==> src/rtl/filtro_scheduler_pkg.sv <==
// Shared constants for the two-channel filter scheduler:
// default sample width, default tap count, FSM state encodings.
package filtro_scheduler_pkg;

  localparam int ancho      = 12;
  localparam int N_TAPS_DEF = 5;
  localparam int TAP_W      = 3;

  typedef enum logic [2:0] {
    ST_IDLE  = 3'd0,
    ST_LOAD  = 3'd1,
    ST_MAC   = 3'd2,
    ST_SHIFT = 3'd3,
    ST_DONE  = 3'd4
  } fsm_t;

endpackage

==> src/rtl/filtro_canal_captura.sv <==
// Per-channel capture: sample buffer, pending bit, sticky overrun
// flag and (with FILTRO_OVERRUN_CNT_EN) a saturating 8-bit counter.
// Ports: clk, reset (async, active-low), i_tick/i_uk (sample strobe),
// i_clr (served by scheduler), o_buf, o_pend, o_ovr, [o_ovr_cnt].
module filtro_canal_captura
  import filtro_scheduler_pkg::*;
#(
  parameter int ANCHO = ancho
) (
  input  logic             clk,
  input  logic             reset,
  input  logic             i_tick,
  input  logic [ANCHO-1:0] i_uk,
  input  logic             i_clr,
  output logic [ANCHO-1:0] o_buf,
  output logic             o_pend,
  output logic             o_ovr
`ifdef FILTRO_OVERRUN_CNT_EN
  ,
  output logic [7:0]       o_ovr_cnt
`endif
);

  logic [ANCHO-1:0] r_buf;
  logic             r_pend;
  logic             r_ovr;
  logic             w_ovr_evt;

  // A tick landing on the clear cycle is a fresh sample, not a loss.
  assign w_ovr_evt = i_tick & r_pend & ~i_clr;

  always_ff @(posedge clk or negedge reset) begin
    if (!reset) begin
      r_buf  <= '0;
      r_pend <= 1'b0;
      r_ovr  <= 1'b0;
    end else begin
      if (i_tick) begin
        r_buf  <= i_uk;
        r_pend <= 1'b1;
      end else if (i_clr) begin
        r_pend <= 1'b0;
      end
      if (w_ovr_evt) r_ovr <= 1'b1;
    end
  end

`ifdef FILTRO_OVERRUN_CNT_EN
  logic [7:0] r_cnt;

  always_ff @(posedge clk or negedge reset) begin
    if (!reset) begin
      r_cnt <= '0;
    end else if (w_ovr_evt && r_cnt != 8'hFF) begin
      r_cnt <= r_cnt + 8'd1;
    end
  end

  assign o_ovr_cnt = r_cnt;
`endif

  assign o_buf  = r_buf;
  assign o_pend = r_pend;
  assign o_ovr  = r_ovr;

endmodule

==> src/rtl/filtro_scheduler.sv <==
// Round-robin scheduler sharing one MAC filter datapath between
// channels A and B: IDLE->LOAD->MAC(N_TAPS)->SHIFT->DONE.
// Ports: clk, reset (async, active-low), rx_done_tick_a/b, uk_a/b in;
// mac_uk, ch_sel, tap_sel, acc_clr, acc_en, hist_shift, listo,
// ch_done, overrun_a/b out; ovr_cnt_a/b with FILTRO_OVERRUN_CNT_EN.
module filtro_scheduler
  import filtro_scheduler_pkg::*;
#(
  parameter int ANCHO  = ancho,
  parameter int N_TAPS = N_TAPS_DEF
) (
  input  logic             clk,
  input  logic             reset,
  input  logic             rx_done_tick_a,
  input  logic             rx_done_tick_b,
  input  logic [ANCHO-1:0] uk_a,
  input  logic [ANCHO-1:0] uk_b,
  output logic [ANCHO-1:0] mac_uk,
  output logic             ch_sel,
  output logic [2:0]       tap_sel,
  output logic             acc_clr,
  output logic             acc_en,
  output logic             hist_shift,
  output logic             listo,
  output logic             ch_done,
  output logic             overrun_a,
  output logic             overrun_b
`ifdef FILTRO_OVERRUN_CNT_EN
  ,
  output logic [7:0]       ovr_cnt_a,
  output logic [7:0]       ovr_cnt_b
`endif
);

  localparam logic [TAP_W-1:0] TAP_LAST = TAP_W'(N_TAPS - 1);

  fsm_t             r_state;
  fsm_t             w_next;
  logic             w_load;
  logic             w_pick;
  logic [ANCHO-1:0] w_buf_a;
  logic [ANCHO-1:0] w_buf_b;
  logic             w_pend_a;
  logic             w_pend_b;
  logic             w_clr_a;
  logic             w_clr_b;

  logic [ANCHO-1:0] r_mac_uk;
  logic             r_ch_sel;
  logic [2:0]       r_tap;
  logic             r_acc_clr;
  logic             r_acc_en;
  logic             r_hist;
  logic             r_listo;
  logic             r_ch_done;
  logic             r_prio;

  assign w_clr_a = (r_state == ST_DONE) & ~r_ch_sel;
  assign w_clr_b = (r_state == ST_DONE) &  r_ch_sel;

  filtro_canal_captura #(.ANCHO(ANCHO)) u_cap_a (
    .clk       (clk),
    .reset     (reset),
    .i_tick    (rx_done_tick_a),
    .i_uk      (uk_a),
    .i_clr     (w_clr_a),
    .o_buf     (w_buf_a),
    .o_pend    (w_pend_a),
    .o_ovr     (overrun_a)
`ifdef FILTRO_OVERRUN_CNT_EN
    ,
    .o_ovr_cnt (ovr_cnt_a)
`endif
  );

  filtro_canal_captura #(.ANCHO(ANCHO)) u_cap_b (
    .clk       (clk),
    .reset     (reset),
    .i_tick    (rx_done_tick_b),
    .i_uk      (uk_b),
    .i_clr     (w_clr_b),
    .o_buf     (w_buf_b),
    .o_pend    (w_pend_b),
    .o_ovr     (overrun_b)
`ifdef FILTRO_OVERRUN_CNT_EN
    ,
    .o_ovr_cnt (ovr_cnt_b)
`endif
  );

  always_ff @(posedge clk or negedge reset) begin
    if (!reset) r_state <= ST_IDLE;
    else        r_state <= w_next;
  end

  always_comb begin
    w_next = r_state;
    w_load = 1'b0;
    w_pick = r_ch_sel;
    unique case (r_state)
      ST_IDLE: begin
        if (w_pend_a | w_pend_b) begin
          w_load = 1'b1;
          w_next = ST_LOAD;
          // r_prio only arbitrates when both channels wait.
          if (w_pend_a & w_pend_b) w_pick = r_prio;
          else                     w_pick = w_pend_b;
        end
      end
      ST_LOAD:  w_next = ST_MAC;
      ST_MAC: begin
        if (r_tap == TAP_LAST) w_next = ST_SHIFT;
      end
      ST_SHIFT: w_next = ST_DONE;
      ST_DONE:  w_next = ST_IDLE;
      default:  w_next = ST_IDLE;
    endcase
  end

  // Strobes are decoded from the next state so they line up
  // exactly with the state they belong to, yet come from flops.
  always_ff @(posedge clk or negedge reset) begin
    if (!reset) begin
      r_mac_uk  <= '0;
      r_ch_sel  <= 1'b0;
      r_tap     <= '0;
      r_acc_clr <= 1'b0;
      r_acc_en  <= 1'b0;
      r_hist    <= 1'b0;
      r_listo   <= 1'b0;
      r_ch_done <= 1'b0;
      r_prio    <= 1'b0;
    end else begin
      r_acc_clr <= (w_next == ST_LOAD);
      r_acc_en  <= (w_next == ST_MAC);
      r_hist    <= (w_next == ST_SHIFT);
      r_listo   <= (w_next == ST_DONE);
      r_ch_done <= (w_next == ST_DONE) & r_ch_sel;
      if (r_state == ST_MAC && w_next == ST_MAC)
        r_tap <= r_tap + 3'd1;
      else
        r_tap <= '0;
      if (w_load) begin
        r_ch_sel <= w_pick;
        r_mac_uk <= w_pick ? w_buf_b : w_buf_a;
      end
      if (r_state == ST_DONE) r_prio <= ~r_ch_sel;
    end
  end

  assign mac_uk     = r_mac_uk;
  assign ch_sel     = r_ch_sel;
  assign tap_sel    = r_tap;
  assign acc_clr    = r_acc_clr;
  assign acc_en     = r_acc_en;
  assign hist_shift = r_hist;
  assign listo      = r_listo;
  assign ch_done    = r_ch_done;

endmodule

==> config.mk <==
export PLATFORM = sky130hd
export DESIGN_NAME = filtro_scheduler
export DESIGN_NICKNAME = d
export VERILOG_FILES = /design/src/rtl/filtro_scheduler_pkg.sv /design/src/rtl/filtro_canal_captura.sv /design/src/rtl/filtro_scheduler.sv
export SDC_FILE = /design/constraint.sdc
export NUM_CORES = 1
export LEC_CHECK = 0
export ABC_AREA = 0
export CAP_MARGIN = 20
export CORE_UTILIZATION = 30
export CTS_BUF_LIST = sky130_fd_sc_hd__clkbuf_2 sky130_fd_sc_hd__clkbuf_4 sky130_fd_sc_hd__clkbuf_8
export CTS_CLUSTER_DIAMETER = 150
export DETAILED_ROUTE_END_ITERATION = 7
export PLACE_DENSITY = 0.49
export RECOVER_POWER = 100
export SKIP_CTS_REPAIR_TIMING = 1
export SYNTH_ARGS = -nofsm -noshare
export SYNTH_HDL_FRONTEND = slang
export SYNTH_SLANG_ARGS = --single-unit
==> constraint.sdc <==
create_clock -name clk -period 1.9 [get_ports clk]
set_input_delay 0.285 -clock clk [delete_from_list [all_inputs] [get_ports clk]]
set_output_delay 0.285 -clock clk [all_outputs]
set_load 0.005 [all_outputs]
Word-level counts from Yosys, hierarchy flattened
Index checks and enable logic that the tools add are counted.

word-level totals
  register bits after elaboration = 53
  output and inout port bits = 23
  logic and storage cells = 56

operators by class
  add/sub/neg operators = 1
  equality and inequality tests = 9
  muxes and demuxes = 14
  bitwise logic cells = 12
  reduce and logical (&&, ||, !) cells = 4

operators with widths
  kind                   number
  $eq A3 B2 Y1 const B   4
  $mux W12               1
  $pmux W3 S4            1
  $eq A3 B3 Y1 const B   3
  $mux W1                9
  $mux W3                3
  $and A1 B1 Y1          8
  $eq A3 B1 Y1 const B   2
  $reduce_bool A2 Y1     2
  $add A3 B1 Y3 const B  1
  $logic_not A3 Y1       1
  $not A1 Y1             3
  $logic_and A1 B1 Y1    1
  $or A1 B1 Y1           1

Depth between registers and ports, before layout
  depth after elaboration = 6
  depth in mapped cells = 7
  depth with buffers taken out = 4

Hierarchy
From an unflattened synthesis, not the netlist that was laid out.

unflattened totals
  cells, all modules = 155
  area total of the unflattened synthesis = 2234.6 µm²

modules (own cells, without submodules)
  module                times used  cells each  area an instance (µm²)
  filtro_scheduler      1           95          1138.6
  filtro_canal_captura  2           30          548.0

Worst setup path after synthesis
OpenSTA, ideal clock, no wires.

  kind = register to register
  from = register r_state[2]
  to = register r_mac_uk[10], in the netlist mac_uk[10]
  arrival = 1619 ps
  data required time = 1808 ps
  setup slack = 189 ps
  cell stages (with the launch flop) = 8
  path buffers = 4
  period minus slack after synthesis = 1711 ps
  path through = dfrtp_1 buf_6 or3_1 buf_2 or2_1 buf_6 buf_6 o31ai_2

between the ends
  longest elaborated chain between the ends = 3
  elaborated cells between the ends (all ways) = 4
  those cells by class = 3 x mux; 1 x reduce/logical

ends and longest elaborated chain
  item                    line                     source
  start, declared         filtro_scheduler.sv:37   fsm_t r_state;
  start signal, assigned  filtro_scheduler.sv:93   else r_state <= w_next;
  $logic_not A3 Y1 (*)    filtro_scheduler.sv:100  unique case (r_state)
  $mux W1                 filtro_scheduler.sv:100
  $mux W12                filtro_scheduler.sv:145  r_mac_uk <= w_pick ? w_buf_b : w_buf_a;
  end signal, assigned    filtro_scheduler.sv:145
  end, declared           filtro_scheduler.sv:48   logic [ANCHO-1:0] r_mac_uk;

Mark *: on every way between the ends. The rest lies on a longest branch, timed or not.
A chain may end at the register's enable or synchronous reset.

Worst setup path in the final report
  from = register r_state[0]
  to = register r_mac_uk[6], in the netlist mac_uk[6]

Same word-level chain as after synthesis.

==> flow_summary_export.csv <==
group,metric,value,unit
run_status,status,"completed",
timing,fin_crit_sh,0.903,
logic_synthesis,yosys.area.top_type,"dfrtp_1",
detailed_routing,postRouteWirelength,4910,um
worst_hold_path,hold_path_class,"reg -> reg",
power_and_ir_drop,powerDensity,1290,nW/um^2
detailed_routing,drtIter0Drc,70,
power_and_ir_drop,ir_worst_vdd,0.439,mV
logic_synthesis,synth_most_common_cell,"dfrtp_1",
final_layout,regArea,1330,um^2
setup_path,crit_family,"simple AND/OR/NAND/NOR gates",
floorplanning,rows,31,
global_route,grt_pass1_wl,8180,um
final_layout,drive_above_1_share,0.197,
timing,fmax,583,MHz
global_route,grt_max_degree,54,
detailed_routing,vias_per_cell,4.65,
floorplanning,initial_core_util,0.311,
setup_path,worstPathArrival,1.91,ns
global_route,grt_pass1_vias,1620,
power_and_ir_drop,power,3.81,mW
logic_synthesis,ys_top_cells_by_area,"dfrtp_1 59%, mux2_2 12%, nor4b_1 4.7%",
timing,setup_viol,0,
detailed_routing,detail-route-antenna-nets,0,
detailed_routing,drc,0,
floorplanning,io_pins,51,
setup_path,cpMaxStageDelayCell,"dfrtp_1",
cts,cts_tree,"yes",
cts,cts_buffer_depth,2,
logic_synthesis,synth_simple_gate_area_frac,0.104,
logic_synthesis,synth_top_family_by_area,"compound AO/OA/AOI/OAI gates",
global_route,grt_overflow,0,
logic_synthesis,synth_edf_count,0,
logic_synthesis,netlist_area,2260,um^2
logic_synthesis,ys_warn_count,0,
setup_path,crit_start,"r_state[0]",
logic_synthesis,yosys.area.top_type_share,0.588,
power_and_ir_drop,p_clk_frac,0.205,
timing,maxSlewViolCount,0,
final_layout,multiInputGateArea,828,um^2
setup_path,worstPathRequired,2.09,ns
logic_synthesis,ys.flop_type,"dfrtp_1",
setup_path,max_stage_delay,0.44,ns
floorplanning,core,7250,um^2
placed_design,place_hpwl,3270,um
setup_path,worst-path-buf-inv,1,
detailed_routing,post_drt_wl_per_cell,15.0,um
power_and_ir_drop,pwr-share-seq,0.423,
power_and_ir_drop,p_comb_frac,0.373,
cts,htree_levels,2,
setup_path,worstReg2RegStart,"r_state[0]",
detailed_routing,drtPass1Iterations,4,
worst_hold_path,worstHoldStart,"u_cap_a.o_ovr",
floorplanning,dieHeight,88.7,um
global_route,antenna_found_initial,0,
final_layout,final.fill_count,726,
job,drv_cap,0,
final_layout,area.growth.synth_to_final,30.9,%
power_and_ir_drop,leakagePower,1.22,nW
cts,cts_sinks,53,
power_and_ir_drop,switching_share,0.338,
timing,rsz0062_at_grt,"false",
setup_path,crit_fanout,25,
logic_synthesis,syn_nets,206,
timing,finalHoldViolCount,0,
logic_synthesis,synth_xor_xnor_area_share,0.00388,
floorplanning,die_area,7870,um^2
timing,clock-skew-final,0.00587,ns
final_layout,finalCoreUtilization,0.407,
timing,holdWs,0.466,ns
final_layout,final_nets,257,
logic_synthesis,muxShareOfSynthArea,0.120,
logic_synthesis,synth_fa_ha_area_frac,0.0111,
logic_synthesis,async_flop_share,1.00,
setup_path,crit_type,"reg -> reg",
floorplanning,die_width,88.7,um
setup_path,cp_cell_sequence,"or3_1 > buf_4 > nor4b_1 > o31ai_2",
cts,numCtsBuffers,5,
logic_synthesis,synth_compound_area_frac,0.133,
logic_synthesis,synth_seq_area_share,0.588,
power_and_ir_drop,p_sw,1.29,mW
cts,clkTransAtPathRegs,0.10,ns
cts,insertion_delay,0.31,ns
detailed_routing,vias,1522,
logic_synthesis,synth_seq_cells,53,
timing,period_minus_slack,1.72,ns
logic_synthesis,synth_common_cells,"53 x dfrtp_1, 24 x mux2_2, 13 x a21oi_1",
logic_synthesis,syn_avg_cell_area,12.8,um^2
placed_design,io_buffers,50,
setup_path,start_kind,"register",
timing,maxSlewHeadroom,0.244,
cts,root_buffer,"clkbuf_8",
logic_synthesis,synth_cell_type_count,31,
timing,tightest_slew,1.13,ns
power_and_ir_drop,power.internal,2.52,mW
global_route,grt_util_all_layers,0.140,
final_layout,n_antenna_cell,0,
placed_design,globalplace.congestion,0.688,
logic_synthesis,synth_cells,176,
timing,tns,0,ns
setup_path,end_kind,"register",
through the flow:
step | instance area (um^2) | worst slack, ns | std cells
CTS | 2980 | 0.0884 | 326
global placement | 2860 | 0.157 | 318
finish | 2950 | 0.185 | 327
detailed placement | 2860 | 0.117 | 318
global route | 2950 | 0.0348 | 327
floorplan | 2260 | 0.189 | 176
area by class of cell:
class,count,share of cell area
clock buffers,5,0.0233
well taps,99,0.0419
inverters,4,0.00508
multi-input cells,105,0.281
repair buffers,58,0.184
clock inverters,3,0.0157
flip-flops and latches,53,0.449
layout by cell type, fill, tap and decap left out, types with 3 or more instances in the layout:
master	netlist	routed
nand2_1	3	3
dlygate4sd3_1	0	26
mux2_2	24	24
o21ai_0	12	12
nor2_1	3	3
inv_1	3	3
clkdlybuf4s50_1	0	24
and3_1	3	3
nor4b_1	12	12
clkbuf_1	10	3
buf_4	0	3
clkbuf_8	0	5
o31ai_2	6	4
dfrtp_1	53	53
a21oi_1	13	13
o31ai_1	6	8
power groups by stage:
stage | Combinational (mW) | Clock, mW | Sequential, mW
2_1_floorplan | 0.950 | 0 | 1.60
3_3_place_gp | 1.52 | 0 | 1.65
3_5_place_dp | 1.55 | 0 | 1.64
4_1_cts | 1.55 | 0.801 | 1.63
5_1_grt | 1.60 | 0.849 | 1.66
6_report | 1.42 | 0.780 | 1.61
path summary, 6_finish.rpt:
| kind | end | slack [ns] | cells after the start |
|---|---|---|---|
| setup / recovery | mac_uk[6] | 0.18 | 4 |
| hold / removal | u_cap_a.o_ovr | 0.47 | 1 |
| setup reg to reg | mac_uk[6] | 0.18 | 4 |
| hold reg to reg | u_cap_a.o_ovr | 0.47 | 1 |
| max in group asynchronous | mac_uk[11] | 0.39 | 3 |
| min in group asynchronous | u_cap_a.o_buf[10] | 0.81 | 3 |
routing by layer:
| metal | global-route usage | routed length [um] | up-vias |
|---|---|---|---|
| met5 | 0 | 0 | - |
| met4 | 0.0469 | 83 | 0 |
| met3 | 0.0373 | 209 | 7 |
| met2 | 0.218 | 2250 | 40 |
| met1 | 0.189 | 2360 | 737 |
| li1 | - | - | 738 |
state kept, by name, summed over array words and instances, names as in the netlist, 3 cells and up:
name,flops
mac_uk,12
r_state,3
tap_sel,3
u_cap_a.o_buf,12
u_cap_b.o_buf,12
cells by family after synthesis:
| group | Yosys count |
|---|---|
| xor gates and xnor gates | 1 |
| and+or+nand+nor | 34 |
| muxes | 24 |
| buffers and inverters | 18 |
| DFF | 53 |
| adders and majority gates | 2 |
| AOI/OAI and AO/OA | 44 |
No activity file was read; power rests on OpenSTA's default activity.
